### src/rtl/ram_read_sequencer.sv
// ram_read_sequencer
// Queues read jobs (data-cycle counts) and drives ram_reader one job at a time.
// Each job is split into full blocks plus a partial block. The reader gets a
// one-cycle start pulse, and the sequencer waits for it to return idle. The job
// is then reported on a valid/ready done channel.
//
// Ports:
//   clk, resetn                  clock, synchronous active-low reset
//   cmd_cycles/valid/ready       job command input (FIFO push side)
//   rdr_full_blocks              full blocks for the current job -> ram_reader
//   rdr_partial_cycles           cycles of the trailing partial block -> ram_reader
//   rdr_start                    one-cycle launch pulse -> ram_reader
//   rdr_idle                     ram_reader idle status
//   done_cycles/seq/valid/ready  completion record output
//   jobs_completed               running count of accepted completion records
//   all_idle                     FIFO empty, FSM idle and reader idle
module ram_read_sequencer #(
  parameter int CYCLES_PER_BLOCK = 64,
  parameter int FIFO_DEPTH       = 4
) (
  input  logic        clk,
  input  logic        resetn,
  input  logic [31:0] cmd_cycles,
  input  logic        cmd_valid,
  output logic        cmd_ready,
  output logic [31:0] rdr_full_blocks,
  output logic [7:0]  rdr_partial_cycles,
  output logic        rdr_start,
  input  logic        rdr_idle,
  output logic [31:0] done_cycles,
  output logic [15:0] done_seq,
  output logic        done_valid,
  input  logic        done_ready,
  output logic [31:0] jobs_completed,
  output logic        all_idle
);

  localparam int BLK_SH = $clog2(CYCLES_PER_BLOCK);
  localparam int PTR_W  = $clog2(FIFO_DEPTH);
  localparam int CNT_W  = PTR_W + 1;
  localparam logic [31:0]      BLK_MASK = 32'(CYCLES_PER_BLOCK - 1);
  localparam logic [CNT_W-1:0] DEPTH_C  = CNT_W'(FIFO_DEPTH);

  typedef enum logic [1:0] {S_IDLE, S_LAUNCH, S_WAIT, S_REPORT} state_t;

  state_t             state_q, state_d;
  logic [31:0]        mem_q [FIFO_DEPTH];
  logic [31:0]        mem_d [FIFO_DEPTH];
  logic [PTR_W-1:0]   wr_ptr_q, wr_ptr_d, rd_ptr_q, rd_ptr_d;
  logic [CNT_W-1:0]   count_q, count_d;
  logic [31:0]        full_q, full_d;
  logic [7:0]         part_q, part_d;
  logic               start_q, start_d;
  logic [31:0]        done_cycles_q, done_cycles_d;
  logic [15:0]        done_seq_q, done_seq_d;
  logic [15:0]        seq_q, seq_d;
  logic [31:0]        jobs_q, jobs_d;

  logic               push, pop;
  logic [31:0]        head;

  assign cmd_ready          = (count_q < DEPTH_C);
  assign push               = cmd_valid && cmd_ready;
  assign pop                = (state_q == S_IDLE) && (count_q != '0);
  assign head               = mem_q[rd_ptr_q];

  assign rdr_full_blocks    = full_q;
  assign rdr_partial_cycles = part_q;
  assign rdr_start          = start_q;
  assign done_cycles        = done_cycles_q;
  assign done_seq           = done_seq_q;
  assign done_valid         = (state_q == S_REPORT);
  assign jobs_completed     = jobs_q;
  assign all_idle           = (count_q == '0) && (state_q == S_IDLE) && rdr_idle;

  always_comb begin
    state_d       = state_q;
    mem_d         = mem_q;
    wr_ptr_d      = wr_ptr_q;
    rd_ptr_d      = rd_ptr_q;
    count_d       = count_q;
    full_d        = full_q;
    part_d        = part_q;
    start_d       = 1'b0;
    done_cycles_d = done_cycles_q;
    done_seq_d    = done_seq_q;
    seq_d         = seq_q;
    jobs_d        = jobs_q;

    if (push) begin
      mem_d[wr_ptr_q] = cmd_cycles;
      wr_ptr_d        = wr_ptr_q + PTR_W'(1);
    end

    // Split values and the record fields are captured at pop time. They hold
    // until the next pop, so the reader and the done channel see stable data.
    if (pop) begin
      rd_ptr_d      = rd_ptr_q + PTR_W'(1);
      full_d        = head >> BLK_SH;
      part_d        = 8'(head & BLK_MASK);
      done_cycles_d = head;
      done_seq_d    = seq_q;
      seq_d         = seq_q + 16'd1;
    end

    case ({push, pop})
      2'b10:   count_d = count_q + CNT_W'(1);
      2'b01:   count_d = count_q - CNT_W'(1);
      default: count_d = count_q;
    endcase

    case (state_q)
      S_IDLE: begin
        if (pop) state_d = (head == 32'd0) ? S_REPORT : S_LAUNCH;
      end
      S_LAUNCH: begin
        // start is registered, so the pulse appears in the cycle after LAUNCH
        start_d = 1'b1;
        state_d = S_WAIT;
      end
      S_WAIT: begin
        // While start is high the reader has not dropped idle yet, so the
        // idle seen in that cycle is stale and must be ignored.
        if (!start_q && rdr_idle) state_d = S_REPORT;
      end
      S_REPORT: begin
        if (done_ready) begin
          jobs_d  = jobs_q + 32'd1;
          state_d = S_IDLE;
        end
      end
      default: state_d = S_IDLE;
    endcase
  end

  always_ff @(posedge clk) begin
    if (!resetn) begin
      state_q       <= S_IDLE;
      wr_ptr_q      <= '0;
      rd_ptr_q      <= '0;
      count_q       <= '0;
      full_q        <= '0;
      part_q        <= '0;
      start_q       <= 1'b0;
      done_cycles_q <= '0;
      done_seq_q    <= '0;
      seq_q         <= '0;
      jobs_q        <= '0;
    end else begin
      state_q       <= state_d;
      wr_ptr_q      <= wr_ptr_d;
      rd_ptr_q      <= rd_ptr_d;
      count_q       <= count_d;
      full_q        <= full_d;
      part_q        <= part_d;
      start_q       <= start_d;
      done_cycles_q <= done_cycles_d;
      done_seq_q    <= done_seq_d;
      seq_q         <= seq_d;
      jobs_q        <= jobs_d;
    end
  end

  // FIFO storage needs no reset; occupancy is governed by the pointers/count.
  always_ff @(posedge clk) begin
    mem_q <= mem_d;
  end

endmodule

### config.mk
export PLATFORM = sky130hd
export DESIGN_NAME = ram_read_sequencer
export DESIGN_NICKNAME = d
export VERILOG_FILES = /design/src/rtl/ram_read_sequencer.sv
export SDC_FILE = /design/constraint.sdc
export NUM_CORES = 1
export LEC_CHECK = 0
export CAP_MARGIN = 5
export CORE_MARGIN = 2
export CORE_UTILIZATION = 50
export CTS_CLUSTER_SIZE = 30
export DETAILED_ROUTE_END_ITERATION = 10
export MAX_ROUTING_LAYER = met4
export PLACE_DENSITY = 0.76
export SLEW_MARGIN = 30
export SYNTH_ARGS = -nofsm -noshare
export SYNTH_HDL_FRONTEND = slang
export SYNTH_SLANG_ARGS = --single-unit
### constraint.sdc
create_clock -name clk -period 8.7 [get_ports clk]
set_clock_uncertainty 0.2 [all_clocks]
set_input_delay 1.74 -clock clk [delete_from_list [all_inputs] [get_ports clk]]
set_output_delay 1.74 -clock clk [all_outputs]
set_load 0.05 [all_outputs]
==> metrics.txt, run 1 <==
worst hold path depth 2; Die Y 140.3 um; total negative setup slack 0 ns; cells on worst reg2reg path 12; # diodes 0; endpoints failing hold 0; leakage power total 0.003810 uW; Synth Flop Type edfxtp_1; initial antenna violation count 0; crit-path cells clkdlybuf4s50_1 -> and3_1 -> clkdlybuf4s50_1; cts hold-fix bufs 0; Via-to-Cell Ratio 5.299; Ys Warns 0; initial DRC count approximately 290; Slew HR a little over two fifths; most frequent cell after synthesis edfxtp_1; GP Congestion approximately 0.8; maximum clock rate approximately 0.20 GHz; Setup CP Type input port to primary output; crit path max-delay cell type clkdlybuf4s50_1; Pins Over Slew Limit 0; Setup Fix Bufs, Post-CTS 0; first-pass GRT wire length 30.17 mm; Period minus WS final ~5.1 ns; pwr/cell area ~330 nW/um^2; die area between 15000 and 20000 sq um; total global-route track usage just under 20%; synth unique cells 37; clk root buf clkbuf_16; first-pass detailed-route iteration total 5; CP Buf/Inv Count 2; Hold Crit Class flip-flop to flip-flop; most frequent CP cell clkdlybuf4s50_1; DR WL/cell ~17 um; DP Area about 11000 sq um; final std cells w/o fill 1108; WHS roughly 0.25 ns; Rows 49; Mean Syn Cell Area between 10 and 15 sq um; starting density of the core 51.34%; Worst-path clk slew around 0.06 ns; delay-heaviest family, CP buffers and inverters; Clock Tree Buf Depth 3; post-layout net count 909; WL final approximately 19 mm; Synth top area share 41.40%; layout cell share with drive strength beyond 1 a little under a tenth; maxcap violations 0; Worst Tran Pin Value 0.8508 ns; Setup Viol. Count Final 0; CP max stage delay about 0.80 ns; outcome finished clean; RSZ-0062 raised after global routing no; placed insts 1062; Post-synth EDFFs ~130; largest net degree at the start of global routing 60; cts repair resizes 0; DR DRC count 0; Post-DP HPWL ~12 mm; Clock Latency Late Sink between 0.5 and 0.6 ns; arrival time worst endpoint approximately 3.2 ns; post-synthesis to final-layout area growth 24.09%; Max IR drop VDD 0.0001710 V; Critical Path RT between 6 and 7 ns; number of global-route vias before repair around 5700; WP depth 3; post-synthesis sequential area ratio 64.25%; crit path capture type primary output; design area 11520 sq um; Die X ~140 um; I/O Buffers 152; post-synthesis register bit count between 200 and 250; via count around 5900; nature of the critical path startpoint input port; core area approximately 18000 sq um; antenna viol nets, final 0; Worst Path Max Fanout 2; synth top area cells edfxtp_1, dfxtp_1, mux4_2; H-tree depth 1; Synth area leader edfxtp_1; Syn Inst Count ~740; CTS tree done; Synth top cells by count edfxtp_1, nand2_1, dfxtp_1; Num CTS Buffers 25; IO Count approximately 160; clk sinks between 200 and 250; Async S/R FF share, synth 0%; Synth Cell Area 9285 sq um; grt total ovfl 0; period utilization between 50% and 60%
placed cells by master (no fill, tap or decap), types with 2 or more instances in the layout:
master,count
clkdlybuf4s50_1,152
edfxtp_1,128
nand2_1,118
dfxtp_1,105
a21oi_1,63
nor2_1,47
mux4_2,32
xor2_1,25
clkbuf_16,25
xnor2_1,16
nand4_1,16
inv_1,13
nand3_1,13
nor4_1,13
or3_1,11
ha_1,11
and3_1,9
buf_4,9
conb_1,8
o21ai_1,7
and2_1,7
clkbuf_1,7
nor3_1,6
clkinv_1,5
o21ai_0,4
or4_1,3
clkinv_2,3
clkbuf_8,3
nor4_2,2
and4_1,2
nand2b_1,2
nor2b_1,2
worst paths after layout:
| path | endpoint | start | slack (ns) |
|---|---|---|---|
| setup / recovery | all_idle | rdr_idle | 3.60 |
| hold / removal | done_seq[6] | done_seq[6] | 0.25 |
| setup reg to reg | count_q[2] | state_q[0] | 5.33 |
| hold reg to reg | done_seq[6] | done_seq[6] | 0.25 |
where the power goes:
part           internal (uW)  leakage, uW  switching [uW]
registers               1330      0.00203            95.6
logic                    432      0.00139             900
clock network            593     0.000388             420
per-stage QoR:
| step | total power, uW | setup WS (ns) | util, % |
|---|---|---|---|
| finish | 3772 | 3.600 | 63.71 |
| global route | 3935 | 3.578 | 63.71 |
| CTS | 3800 | 3.594 | 63.70 |
| detailed placement | 2791 | 3.600 | 59.33 |
| global placement | 2768 | 3.610 | 59.33 |
| floorplan | 2445 | 4.576 | - |
worst register-to-register path, delay by kind of cell, from the launching register on:
family          cells  cell delay (ns)
buf+inv             5             1.05
flops               1             0.34
xor+xnor            1             0.16
compound gates      1             0.15
simple gates        2             0.38
fa+ha+maj           3             1.01
final cells by class:
| type | count | area [sq um] |
|---|---|---|
| fill | 1394 | 6564 |
| clock buffer | 36 | 700.7 |
| multi-input combinational | 423 | 2831 |
| sequential | 234 | 5967 |
| tap | 229 | 286.5 |
| inverter | 15 | 57.56 |
| timing repair buffer | 161 | 1589 |
| clock inverter | 10 | 90.09 |
state kept, by name (all words and copies together) (netlist names):
| register | cells |
|---|---|
| rdr_start | 1 |
| done_seq | 16 |
| mem_q | 128 |
| jobs_completed | 32 |
| wr_ptr_q | 2 |
| state_q | 2 |
| count_q | 3 |
| seq_q | 16 |
| rd_ptr_q | 2 |
| done_cycles | 32 |
per-layer routing:
layer | GRT usage [%] | share of wire, % | wire, um
met5 | - | 0 | 0
met4 | 4.785 | 2.2 | 407
met3 | 3.282 | 4.8 | 909
met2 | 32.84 | 49 | 9302
met1 | 25.56 | 44 | 8188
cell families (layout without fill, tap and decap cells):
family,Yosys count,in the layout,synth area share [%]
AOI/OAI and AO/OA,77,77,4.231
xor gates and xnor gates,41,41,3.867
adders and majority gates,12,12,1.698
buffers and inverters,89,222,5.565
DFF,234,234,64.25
muxes,32,32,7.762
other,1,8,0.04039
and+or+nand+nor,253,253,12.59
(Power assumes the default switching activity.)
==> inputs of run 2 (changes only) <==
clock period = 4.78 ns   (was 8.7 ns; I/O delays follow)
==> metrics.txt, run 2 (synthesis gave the netlist of run 1 again) <==
cells on worst reg2reg path 6 (-6); IO Count 161 (unchanged); multi-input logic area 2831 sq um (unchanged); Via-to-Cell Ratio 5.234 (-1.2%); maximum clock rate approximately 0.28 GHz; Slew HR 38.02% (-4.8 points); post-layout net count 910 (+0.11%); first-pass detailed-route iteration total 5 (unchanged); Clock Tree Buf Depth 3 (unchanged); post-synthesis to final-layout area growth 24.67%; RSZ-0062 raised after global routing no; Reg2Reg Capture Point state_q[1]; CTS tree done; most frequent CP cell clkdlybuf4s50_1; hold endpoint done_seq[5]; R2R Setup Slk 1.52 ns (-3.81 ns); commonest non-fill, non-tap cells in the layout clkdlybuf4s50_1, edfxtp_1, nand2_1; DR WL/cell 16.74 um (-1.4%); Pins Over Slew Limit 0 (unchanged); nature of the critical path startpoint input port; hold path startpoint done_seq[5]; grt total ovfl 0 (unchanged); Worst-path clk slew 0.06 ns (about the same); layout cell share with drive strength beyond 1 9.806% (+0.59 points); initial DRC count 380 (+32%); CP Launch Point rdr_idle; WP depth 3 (unchanged); first-pass GRT wire length 29.45 mm (-2.4%); worst hold path depth 2 (unchanged); starting density of the core 51.34% (unchanged); Worst Path Max Fanout 2 (unchanged); WL final 18.51 mm (-1.6%); DR DRC count 0 (unchanged); max reg flops 128 (unchanged); total global-route track usage 19.38% (-0.34 points); final std cells w/o fill 1106 (-0.18%); Rows 49 (unchanged); placed insts 1064 (+0.19%); initial antenna violation count 0 (unchanged); cts hold-fix bufs 0 (unchanged); most common cell after layout, fill and taps aside clkdlybuf4s50_1; crit path capture type primary output; antenna viol nets, final 0 (unchanged); Die Y 140.3 um (unchanged); total negative setup slack 0 ns (unchanged); Critical Path RT 3.62 ns (-3.14 ns); fill count 1387 (-0.50%); maxcap violations 0 (unchanged); arrival time worst endpoint 2.38 ns (-0.78 ns); Period minus WS final 3.536 ns; Max IR drop VDD 0.0003774 V (+120%); number of global-route vias before repair 5577 (-2.6%); WHS 0.2513 ns (+0.001338 ns); # diodes 0 (unchanged); Post-DP HPWL 12.09 mm (+0.83%); Die X 140.3 um (unchanged); Worst Tran Pin Value 0.9284 ns (+0.07763 ns); delay-heaviest family, CP buffers and inverters; Register Area 5967 sq um (unchanged); reg-to-reg startpoint rd_ptr_q[0]; via count 5789 (-1.4%); Setup Viol. Count Final 0 (unchanged); period utilization 73.97%; CP max stage delay 0.80 ns (about the same); GP Congestion 0.7501 (-6.4%); Hold Crit Class flip-flop to flip-flop; clk root buf clkbuf_16; crit path max-delay cell type clkdlybuf4s50_1; endpoints failing hold 0 (unchanged); clk sinks 234 (unchanged); H-tree depth 1 (unchanged); core area 18090 sq um (unchanged); Setup CP Type input port to primary output; Biggest register mem_q; largest net degree at the start of global routing 58 (-3.3%); CP Buf/Inv Count 2 (unchanged); outcome finished clean; I/O Buffers 152 (unchanged); pwr/cell area 599.2 nW/um^2 (+83%); crit-path cells clkdlybuf4s50_1 -> and3_1 -> clkdlybuf4s50_1; Setup Fix Bufs, Post-CTS 0 (unchanged); leakage power total 0.003832 uW (+0.59%); Final Util 64.01% (+0.30 points); Clock Latency Late Sink 0.52 ns (about the same); cts repair resizes 0 (unchanged); Num CTS Buffers 24 (-4.0%); die area 19680 sq um (unchanged)
==> run 2: cell types whose count changed in the layout (fill, tap and decap cells not counted), moves of 2 or more <==
cell / previous run / this run
clkinv_2: 3 / 5
clkinv_1: 5 / 1
bufinv_16: 1 / 4
clkbuf_1: 7 / 4
buf_4: 9 / 11
==> run 2: metrics by stage <==
step	power, uW	area [sq um]	setup WS (ns)
2_1_floorplan	4450	9311	1.869
3_3_place_gp	5038	10750	1.262
3_5_place_dp	5080	10750	1.243
4_1_cts	7004	11570	1.239
5_1_grt	7230	11580	1.214
6_report	6937	11580	1.244
==> run 2: power by group <==
part	internal [uW]	switching (uW)
Clock	1170	743
Sequential	2420	206
Combinational	786	1600
Total	4380	2550
==> run 2: how the worst max path moves through the flow <==
stage | end | slack (ns)
floorplan | count_q[2] | 1.87
global placement | all_idle | 1.26
detailed placement | all_idle | 1.24
CTS | all_idle | 1.24
global route | all_idle | 1.21
finish | all_idle | 1.24
==> run 2: per-layer routing <==
metal	up-vias	global-route usage, %	part of all wire (%)
met4	0	3.881	1.4
met2	155	32.07	50
met5	-	-	0
met3	22	2.838	5.8
li1	2828	-	-
met1	2784	25.89	43
==> run 2: final cells by class <==
cell class | instances | share of cell area, %
Clock buffer | 30 | 5.556
Clock inverter | 12 | 1.610
Inverter | 15 | 0.4972
Multi-Input combinational cell | 423 | 24.46
Sequential cell | 234 | 51.55
Tap cell | 229 | 2.475
Timing Repair Buffer | 163 | 13.86
==> run 2: worst min-delay path, delay by kind of cell, from the launching register on <==
kind	cells	cell delay, ns
DFF	1	0.30
and+or+nand+nor	1	0.05
AOI/OAI and AO/OA	1	0.05
==> inputs of run 3 (changes only) <==
clock period = 3.3 ns   (was 4.78 ns; I/O delays follow)
==> metrics.txt, run 3 (synthesis gave the netlist of run 1 again) <==
commonest non-fill, non-tap cells in the layout clkdlybuf4s50_1, edfxtp_1, nand2_1; period utilization around nine tenths; RSZ-0062 raised after global routing no; initial antenna violation count 0 (unchanged); largest net degree at the start of global routing 54 (-6.9%); IO Count 161 (unchanged); endpoints failing hold 0 (unchanged); crit path capture type primary output; fill count 1354 (-2.4%); die area 19680 sq um (unchanged); DR WL/cell 16.98 um (+1.5%); CP max stage delay 0.85 ns (+0.05 ns); max reg flops 128 (unchanged); post-synthesis to final-layout area growth 24.75% (about the same); first-pass GRT wire length 30.03 mm (+2.0%); pwr/cell area 862.8 nW/um^2 (+44%); post-layout net count 914 (+0.44%); cts hold-fix bufs 0 (unchanged); Worst-path clk slew 0.06 ns (about the same); GP Congestion 0.7938 (+5.8%); placed insts 1068 (+0.38%); R2R Setup Slk 0.46 ns (-1.06 ns); Die X 140.3 um (unchanged); Biggest register mem_q; Critical Path RT 2.44 ns (-1.18 ns); crit-path cells ha_1 -> clkdlybuf4s50_1; hold path startpoint done_seq[11]; most common cell after layout, fill and taps aside clkdlybuf4s50_1; initial DRC count 413 (+8.7%); outcome finished clean; Num CTS Buffers 24 (unchanged); I/O Buffers 152 (unchanged); antenna viol nets, final 0 (unchanged); Clock Tree Buf Depth 3 (unchanged); Reg2Reg Capture Point state_q[1]; hold endpoint done_seq[11]; Via-to-Cell Ratio 5.271 (+0.71%); total negative setup slack 0 ns (unchanged); total global-route track usage 19.81% (+0.43 points); cts repair resizes 0 (unchanged); clk root buf clkbuf_16; layout cell share with drive strength beyond 1 9.773% (-0.033 points); Clock Latency Late Sink 0.53 ns (about the same); Pins Over Slew Limit 0 (unchanged); Max IR drop VDD 0.0005097 V (+35%); clk sinks 234 (unchanged); DR DRC count 0 (unchanged); Rows 49 (unchanged); Die Y 140.3 um (unchanged); WL final 18.84 mm (+1.8%); H-tree depth 1 (unchanged); crit path max-delay cell type clkdlybuf4s50_1; maxcap violations 0 (unchanged); reg-to-reg startpoint rd_ptr_q[0]; # diodes 0 (unchanged); first-pass detailed-route iteration total 5 (unchanged); number of global-route vias before repair 5703 (+2.3%); Worst Tran Pin Value 0.5786 ns (-0.3498 ns); Setup CP Type flip-flop to primary output; leakage power total 0.003837 uW (+0.13%); cells on worst reg2reg path 6 (unchanged); Setup Viol. Count Final 0 (unchanged); Final Total Pwr 9994 uW (+44%); CTS tree done; Slew HR 61.30% (+23 points); starting density of the core 51.34% (unchanged); final std cells w/o fill 1109 (+0.27%); Worst Path Max Fanout 6 (+4); core area 18090 sq um (unchanged); nature of the critical path startpoint flip-flop; Post-DP HPWL 12.06 mm (-0.20%); Setup Fix Bufs, Post-CTS 0 (unchanged); worst hold path depth 2 (unchanged); Period minus WS final between 2 and 3 ns; Hold Crit Class flip-flop to flip-flop; grt total ovfl 0 (unchanged); maximum clock rate 0.3442 GHz; arrival time worst endpoint 2.05 ns (-0.33 ns); via count 5846 (+0.98%)
## run 3: cell count changes in the layout (fill, tap and decap cells not counted), sizes merged
cell	delta
bufinv	-1
buf	+5
clkinvlp	-1
clkinv	-1
clkdlybuf4s50	-1
inv	+1
clkbuf	+1
## run 3: cell type report
class | instances | area [sq um] | share of cell area (%)
Timing Repair Buffer | 167 | 1657 | 14.30
Clock inverter | 10 | 148.9 | 1.285
Multi-Input combinational cell | 423 | 2831 | 24.44
Inverter | 15 | 56.30 | 0.4861
Clock buffer | 31 | 636.9 | 5.498
Sequential cell | 234 | 5967 | 51.51
Tap cell | 229 | 286.5 | 2.474
## run 3: layer usage
metal	wire [um]	GRT usage, %	part of all wire (%)	vias to the layer above
li1	-	-	-	2835
met3	1048	2.974	5.6	37
met4	422	5.476	2.2	0
met1	8017	25.40	43	2791
met5	0	-	0	-
met2	9347	33.20	50	183
## run 3: where the power goes
group	internal, uW	leakage [uW]	switching, uW
logic	1170	0.00143	2400
clock network	1600	0.000377	1070
registers	3510	0.00203	246
total	6280	0.00384	3710
## run 3: through the flow
stage                     cell area [sq um]  setup WS (ns)  hold slack [ns]  utilization, %
final                                 11580         0.3943           0.2499           64.05
after floorplan                        9311         0.3892           0.2444               -
after CTS                             11580         0.3817           0.2545           64.05
after global placement                10800         0.5190           0.2423           59.70
after detailed placement              10800         0.4336           0.2461           59.70
after global routing                  11580         0.3160           0.2814           64.05
## run 3: worst max-delay path by stage
stage,start,endpoint,depth (start not counted),slack (ns)
final,state_q[0],done_valid,2,0.39
after detailed placement,done_ready,jobs_completed[31],6,0.43
after global routing,state_q[0],done_valid,2,0.32
after floorplan,state_q[0],count_q[2],13,0.39
after global placement,done_ready,jobs_completed[31],6,0.52
after CTS,state_q[0],done_valid,2,0.38
## run 3: critical path: cells and delay by family (launching register included)
family     cells  cell delay, ns
fa+ha+maj      1            0.30
buf+inv        1            0.85
flops          1            0.38
